<file path="config.mk">
export PLATFORM = sky130hd
export DESIGN_NAME = wb_risc_host_port
export DESIGN_NICKNAME = d
export VERILOG_FILES = /design/src/rtl/wb_risc_host_port.sv
export SDC_FILE = /design/constraint.sdc
export NUM_CORES = 1
export LEC_CHECK = 0
export ABC_AREA = 1
export CELL_PAD_IN_SITES_DETAIL_PLACEMENT = 0
export CELL_PAD_IN_SITES_GLOBAL_PLACEMENT = 1
export CORE_MARGIN = 3
export CORE_UTILIZATION = 32
export DETAILED_ROUTE_END_ITERATION = 12
export PLACE_DENSITY = 0.9
export RECOVER_POWER = 100
export SLEW_MARGIN = 20
export SYNTH_ARGS = -nofsm -noshare
export SYNTH_HDL_FRONTEND = slang
export SYNTH_SLANG_ARGS = --single-unit
</file>
<file path="constraint.sdc">
create_clock -name wb_clk_i -period 3.8 [get_ports wb_clk_i]
set_clock_uncertainty 0.1 [all_clocks]
set_input_delay 0.57 -clock wb_clk_i [delete_from_list [all_inputs] [get_ports wb_clk_i]]
set_output_delay 0.57 -clock wb_clk_i [all_outputs]
set_load 0.05 [all_outputs]
</file>
<file path="src/rtl/wb_risc_host_port.sv">
// Wishbone responder giving the management core CTRL/STATUS/SCRATCH registers and an IMEM window.
// Acks at k+1 (registers, IMEM writes, blocked/unmapped) or k+3 (IMEM reads); never stalls, cyc drop aborts a read.
module wb_risc_host_port #(
  parameter logic [15:0] BASE_HI = 16'h3000,
  parameter int          IMEM_AW = 8
) (
  input  logic               wb_clk_i,
  input  logic               wb_rst_ni,
  input  logic               wbs_cyc_i,
  input  logic               wbs_stb_i,
  input  logic               wbs_we_i,
  input  logic [3:0]         wbs_sel_i,
  input  logic [31:0]        wbs_adr_i,
  input  logic [31:0]        wbs_dat_i,
  output logic [31:0]        wbs_dat_o,
  output logic               wbs_ack_o,
  output logic               imem_en_o,
  output logic               imem_we_o,
  output logic [1:0]         imem_wmask_o,
  output logic [IMEM_AW-1:0] imem_addr_o,
  output logic [15:0]        imem_wdata_o,
  input  logic [15:0]        imem_rdata_i,
  output logic               core_run_o,
  output logic               core_rst_o,
  input  logic [15:0]        core_pc_i,
  input  logic               core_halted_i
);

  localparam logic [15:0] IMEM_BASE = 16'h1000;

  typedef enum logic [1:0] {IDLE, RD1, RD2, ACK} state_t;

  state_t      state;
  logic        run;
  logic        core_rst;
  logic        acc_err;
  logic [31:0] scratch;

  logic [15:0] off;
  logic        req;
  logic        is_ctrl;
  logic        is_status;
  logic        is_scratch;
  logic        is_imem;
  logic        err_set;
  logic        err_clr;
  logic [31:0] reg_rdata;

  assign core_run_o = run;
  assign core_rst_o = core_rst;

  always_comb begin
    off        = wbs_adr_i[15:0];
    req        = (state == IDLE) && wbs_cyc_i && wbs_stb_i && (wbs_adr_i[31:16] == BASE_HI);
    is_ctrl    = (off == 16'h0000);
    is_status  = (off == 16'h0004);
    is_scratch = (off == 16'h0008);
    // The window is aligned to its own size, so a prefix compare on the offset suffices.
    is_imem    = (off[15:IMEM_AW+2] == IMEM_BASE[15:IMEM_AW+2]);
    err_set    = req && is_imem && run;
    err_clr    = req && wbs_we_i && is_status && wbs_sel_i[2] && wbs_dat_i[17];
    reg_rdata  = 32'h0;
    if (is_ctrl)
      reg_rdata = {30'h0, core_rst, run};
    else if (is_status)
      reg_rdata = {14'h0, acc_err, core_halted_i, core_pc_i};
    else if (is_scratch)
      reg_rdata = scratch;
  end

  always_ff @(posedge wb_clk_i) begin
    if (!wb_rst_ni) begin
      state        <= IDLE;
      wbs_ack_o    <= 1'b0;
      wbs_dat_o    <= 32'h0;
      imem_en_o    <= 1'b0;
      imem_we_o    <= 1'b0;
      imem_wmask_o <= 2'b00;
      imem_addr_o  <= '0;
      imem_wdata_o <= 16'h0;
      run          <= 1'b0;
      core_rst     <= 1'b1;
      scratch      <= 32'h0;
      acc_err      <= 1'b0;
    end else begin
      wbs_ack_o <= 1'b0;
      wbs_dat_o <= 32'h0;
      imem_en_o <= 1'b0;
      imem_we_o <= 1'b0;

      // A new error beats a simultaneous host clear.
      if (err_set)
        acc_err <= 1'b1;
      else if (err_clr)
        acc_err <= 1'b0;

      unique case (state)
        IDLE: begin
          if (req) begin
            state     <= ACK;
            wbs_ack_o <= 1'b1;
            if (is_imem) begin
              if (!run) begin
                imem_en_o    <= 1'b1;
                imem_we_o    <= wbs_we_i;
                imem_addr_o  <= wbs_adr_i[IMEM_AW+1:2];
                imem_wdata_o <= wbs_dat_i[15:0];
                imem_wmask_o <= wbs_sel_i[1:0];
                if (!wbs_we_i) begin
                  state     <= RD1;
                  wbs_ack_o <= 1'b0;
                end
              end
            end else if (wbs_we_i) begin
              if (is_ctrl && wbs_sel_i[0])
                {core_rst, run} <= wbs_dat_i[1:0];
              if (is_scratch)
                for (int b = 0; b < 4; b++)
                  if (wbs_sel_i[b])
                    scratch[8*b +: 8] <= wbs_dat_i[8*b +: 8];
            end else begin
              wbs_dat_o <= reg_rdata;
            end
          end
        end
        RD1: state <= wbs_cyc_i ? RD2 : IDLE;
        RD2: begin
          if (wbs_cyc_i) begin
            wbs_dat_o <= {16'h0, imem_rdata_i};
            wbs_ack_o <= 1'b1;
            state     <= ACK;
          end else begin
            state <= IDLE;
          end
        end
        ACK:     state <= IDLE;
        default: state <= IDLE;
      endcase
    end
  end

endmodule
</file>
# After elaboration in Yosys (flattened, before gate mapping)
# Cells that the tools add are included.
# totals
rom_bits	0
memories	0
output_inout_bits	63
in_bits	106
latch_bits	0
register_bits	98
ram_bits	0
# classes
magnitude_cmp	0
mul	0
eq_ne	8
mux	24
shift	0
n_bitwise	5
n_reduce_logical	21
n_div	0
addsub	0
# ops
operator	count
2-to-1 mux 32 bit	6
case mux 32 bit (2 select lines)	1
AND reduction 6 bit	4
equality test 16 x 14 -> 1 bit, second input constant	1
equality test 16 x 3 -> 1 bit, second input constant	1
equality test 16 x 4 -> 1 bit, second input constant	1
logical NOT 16 bit	1
2-to-1 mux 16 bit	1
2-to-1 mux 2 bit	6
logical AND 1 bit	10
2-to-1 mux 1 bit	8
case mux 2 bit (4 select lines)	1
AND reduction 4 bit	2
equality test 6 x 3 -> 1 bit, second input constant	1
inverter 1 bit	5
AND reduction 5 bit	1
OR reduction 5 bit	1
equality test 2 bit, second input constant	2
equality test 2 x 1 -> 1 bit, second input constant	1
logical NOT 2 bit	1
!= test 2 bit, second input constant	1
case mux 1 bit (2 select lines)	1
nonzero test 2 bit	1

# Longest topological paths before layout
# logic_depth
depth_word	10
ltp_mapped	11
ltp_nobuf	10

# Worst setup path before layout
# No wires, ideal clock.
# synth_path
kind	input -> register
start	input port wbs_adr_i[1]
end	register scratch[4]
required_ps	3585
n_path_buf	2
t_arrival_ps	1666
setup_time_ps	115
stages	10
path_slack_ps	1919
cell_sequence	nor2_1 > nand3_1 > nor2_1 > nand3_1 > nor2_1 > buf_2 > buf_6 > nand3_1 > nand2_1 > nor2_1
# synth_between
elab_chain_cells	2
# synth_rtl
element	line	rtl
start: declaration	13	input logic [31:0] wbs_adr_i,
equality test 16 x 4 -> 1 bit	57	is_scratch = (off == 16'h0008);
AND reduction 6 bit (no line)	n/a	
end signal: indexed assignment	120	scratch[8*b +: 8] <= wbs_dat_i[8*b +: 8];
end: declaration	37	logic [31:0] scratch;
# No other way between the ends.
# A chain may end at the register's enable or synchronous reset.

# Final worst setup path
# layout_path
start	input port wbs_adr_i[19]
end	register imem_wdata_o[5]
# layout_between
elab_chain_cells	3
# layout_rtl
element	line	rtl
equality test 16 x 14 -> 1 bit	54	req = (state == IDLE) && wbs_cyc_i && wbs_stb_i && (wbs_adr_i[31:16] == BASE_HI);
logical AND 1 bit	54	
AND reduction 4 bit (no line)	n/a	
end signal: assignment	107	imem_wdata_o <= wbs_dat_i[15:0];
end: declaration	21	output logic [15:0] imem_wdata_o,
# No other way between the ends.

==> results_dict.tcl <==
set metrics [dict create \
    run_status "complete, no violations" \
    synthCells 588 \
    p_leak_nw 2.74 \
    synth_edf_count 0 \
    ant_nets 0 \
    grt_max_degree 49 \
    final_net_count 850 \
    grt_pass1_vias 4231 \
    path_max_fanout 21 \
    ff_latch_area_mm2 0.00196 \
    internal_power_mw 1.62 \
    postCtsResizedCells 0 \
    n_fill_cell 1234 \
    tightest_slew_ps 1410 \
    synthMostInstantiatedCell "nand2_1" \
    end_kind "flip-flop" \
    ys_types 29 \
    drtPass1Iterations 4 \
    r2r_start "state[0]" \
    p_sw_mw 0.500 \
    die_width_um 121 \
    cts_tree "yes" \
    grt.overflow.total 0 \
    place_hpwl_um 9980 \
    ios 169 \
    critPathSlowestCell "nor2_1" \
    r2r_slack_ps 1060 \
    timing.slew.headroom_pct 5.48 \
    finalCriticalPeriod_ps 3050 \
    critical_path_class "input pin to flip-flop" \
    holdPathEnd "wbs_dat_o[30]" \
    critPathBufInv 2 \
    core_mm2 0.0128 \
    io_buffers 168 \
    place.gp.congestion 0.812 \
    cap_violations 0 \
    startpoint_type "input pin" \
    tns_ps 0 \
    yosys-top-cells-area "dfxtp_1 46%, nand2_1 13%, nor2_1 10%" \
    yosys_register_bits 98 \
    clk_latency_ps 340 \
    clkPwrFrac_pct 42.1 \
    crit_family "simple AND/OR/NAND/NOR gates" \
    die_h_um 121 \
    final_layout_size_suffix_gt1_share_pct 4.41 \
    syn_area_mm2 0.00424 \
    reg2reg_to "imem_wdata_o[5]" \
    swShare_pct 23.6 \
    cts_hold_buf 0 \
    power_frac_seq_pct 48.7 \
    fmax_mhz 328 \
    syn_avg_cell_area_um2 7.22 \
    viasPerCell 4.62 \
    htree_levels 3 \
    combPwrFrac_pct 9.2 \
    post-cts-setup-buffer-count 0 \
    routedWlPerCell_um 14.2 \
    powerDensity_mw_per_mm2 339 \
    diodes 0 \
    synth_top_cell_by_area "dfxtp_1" \
    dr_total_vias 4255 \
    die_area_mm2 0.0147 \
    finalMaxSlewViolations 0 \
    critPathArrivalTime_ps 3220 \
    ys_top_cells_by_count "148 x nand2_1, 113 x nor2_1, 98 x dfxtp_1" \
    antenna_found_initial 0 \
    cp_cell_sequence "dlygate4sd3_1 -> nor2_1 -> nand2_1 -> nor2_4 -> nand3_1 -> nor2_1 -> buf_4 -> o21ai_0 -> a21oi_1" \
    finalSetupViolCount 0 \
    synth_ff_type "dfxtp_1" \
    ir_worst_vdd_uv 173 \
    final_util_pct 49.0 \
    groute.usage.overall_pct 17.9 \
    drc 0 \
    fin_area_mm2 0.00626 \
    power_mw 2.12 \
    crit_path_frequent_cell "nor2_1" \
    multi_input_area_mm2 0.00195 \
    synthArstFlopShare_pct 0 \
    initial_core_util_pct 33.2 \
    hold_path_class "flip-flop to flip-flop" \
    drt_iter0_drc 273 \
    cts_buffer_depth 2 \
    fp-row-count 41 \
    rsz0062_at_grt "no" \
    final.period_utilization_pct 80.4 \
    clk_pin_slew_ps 70 \
    worstHoldStart "scratch[30]" \
    syn_nets 694 \
    postPlaceCellArea_mm2 0.00601 \
    worstRegToRegCells 8 \
    grt_pass1_wl_um 21000 \
    clock_sinks 98 \
    clock_tree.root_cell "clkbuf_16" \
    yosysTopAreaCellShare_pct 46.2 \
    cts_buffers 9 \
    whs_ps 349 \
    worstHoldPathCells 2 \
    hold_viol 0 \
    wl_um 13100 \
    area_growth_syn_to_layout_pct 47.5 \
    yosysWarnings 0 \
    max_stage_delay_ps 850 \
    cp.required_ps 3970 \
    ys_seq_area_share_pct 46.2 \
]
how the worst max path moves through the flow:
stage | from | end | slack [ps] | depth (start not counted)
global route | wbs_adr_i[19] | imem_wdata_o[4] | 470 | 9
global placement | wbs_adr_i[15] | wbs_dat_o[9] | 920 | 10
detailed placement | wbs_adr_i[1] | wbs_dat_o[7] | 850 | 9
finish | wbs_adr_i[19] | imem_wdata_o[5] | 750 | 9
floorplan | wbs_adr_i[1] | scratch[4] | 1920 | 10
CTS | wbs_adr_i[1] | wbs_dat_o[7] | 1210 | 9
worst register-to-register path, cell delays in order, from the launching register on:
cell	delay (ps)
dfxtp_1	360
nor2_4	200
nand3_2	110
nor2_4	140
nand3_1	260
nor2_1	850
buf_4	380
o21ai_0	120
a21oi_1	160
sequential cells by signal, summed over array words and instances, names as in the netlist, 2 cells and up:
name,cells
imem_wdata_o,16
wbs_dat_o,32
imem_addr_o,8
state,2
imem_wmask_o,2
scratch,32
cell type report:
| class | instances | share of cell area, % |
|---|---|---|
| clock buffer | 11 | 3.88 |
| clock inverter | 5 | 0.680 |
| inverter | 40 | 2.40 |
| multi-input combinational | 424 | 31.2 |
| sequential | 98 | 31.3 |
| tap | 172 | 3.44 |
| timing repair buffer | 171 | 27.1 |
kinds of logic (layout without fill, tap and decap cells):
group / after synthesis / count (layout) / synth area share, %
compound gates: 83 / 83 / 9.96
simple gates: 341 / 341 / 36.5
buf+inv: 66 / 227 / 7.28
flops: 98 / 98 / 46.2
metal layers:
layer  track usage [%]  vias up  share of wire [%]
met5                 0        -                  0
met4              5.18        0                1.4
met3              4.29       14                6.9
met2              28.4      138                 45
met1              24.1     1918                 47
li1                  -     2185                  -
power groups by stage:
stage / sequential [mW] / combinational (mW) / clock [mW]
finish: 1.03 / 0.195 / 0.893
global route: 1.03 / 0.212 / 0.949
CTS: 1.03 / 0.197 / 0.906
detailed placement: 1.06 / 0.195 / 0
global placement: 1.06 / 0.193 / 0
floorplan: 1.06 / 0.0573 / 0
per-stage QoR:
step / std cells / setup WS, ps
6_report: 921 / 747
5_1_grt: 921 / 466
4_1_cts: 921 / 1210
3_5_place_dp: 905 / 851
3_3_place_gp: 905 / 924
2_1_floorplan: 588 / 1920
placed cells by master, fill, tap and decap left out, drive strengths merged, types with 4 or more instances in the layout:
cell type	instances
clkbuf	12
inv	43
a21oi	47
o21ai	33
dlygate4sd3	65
nor2	123
nand2	150
dfxtp	98
nand4	4
clkdlybuf4s50	102
nand3	36
nand3b	26
Power figures use the tool's default switching activity.
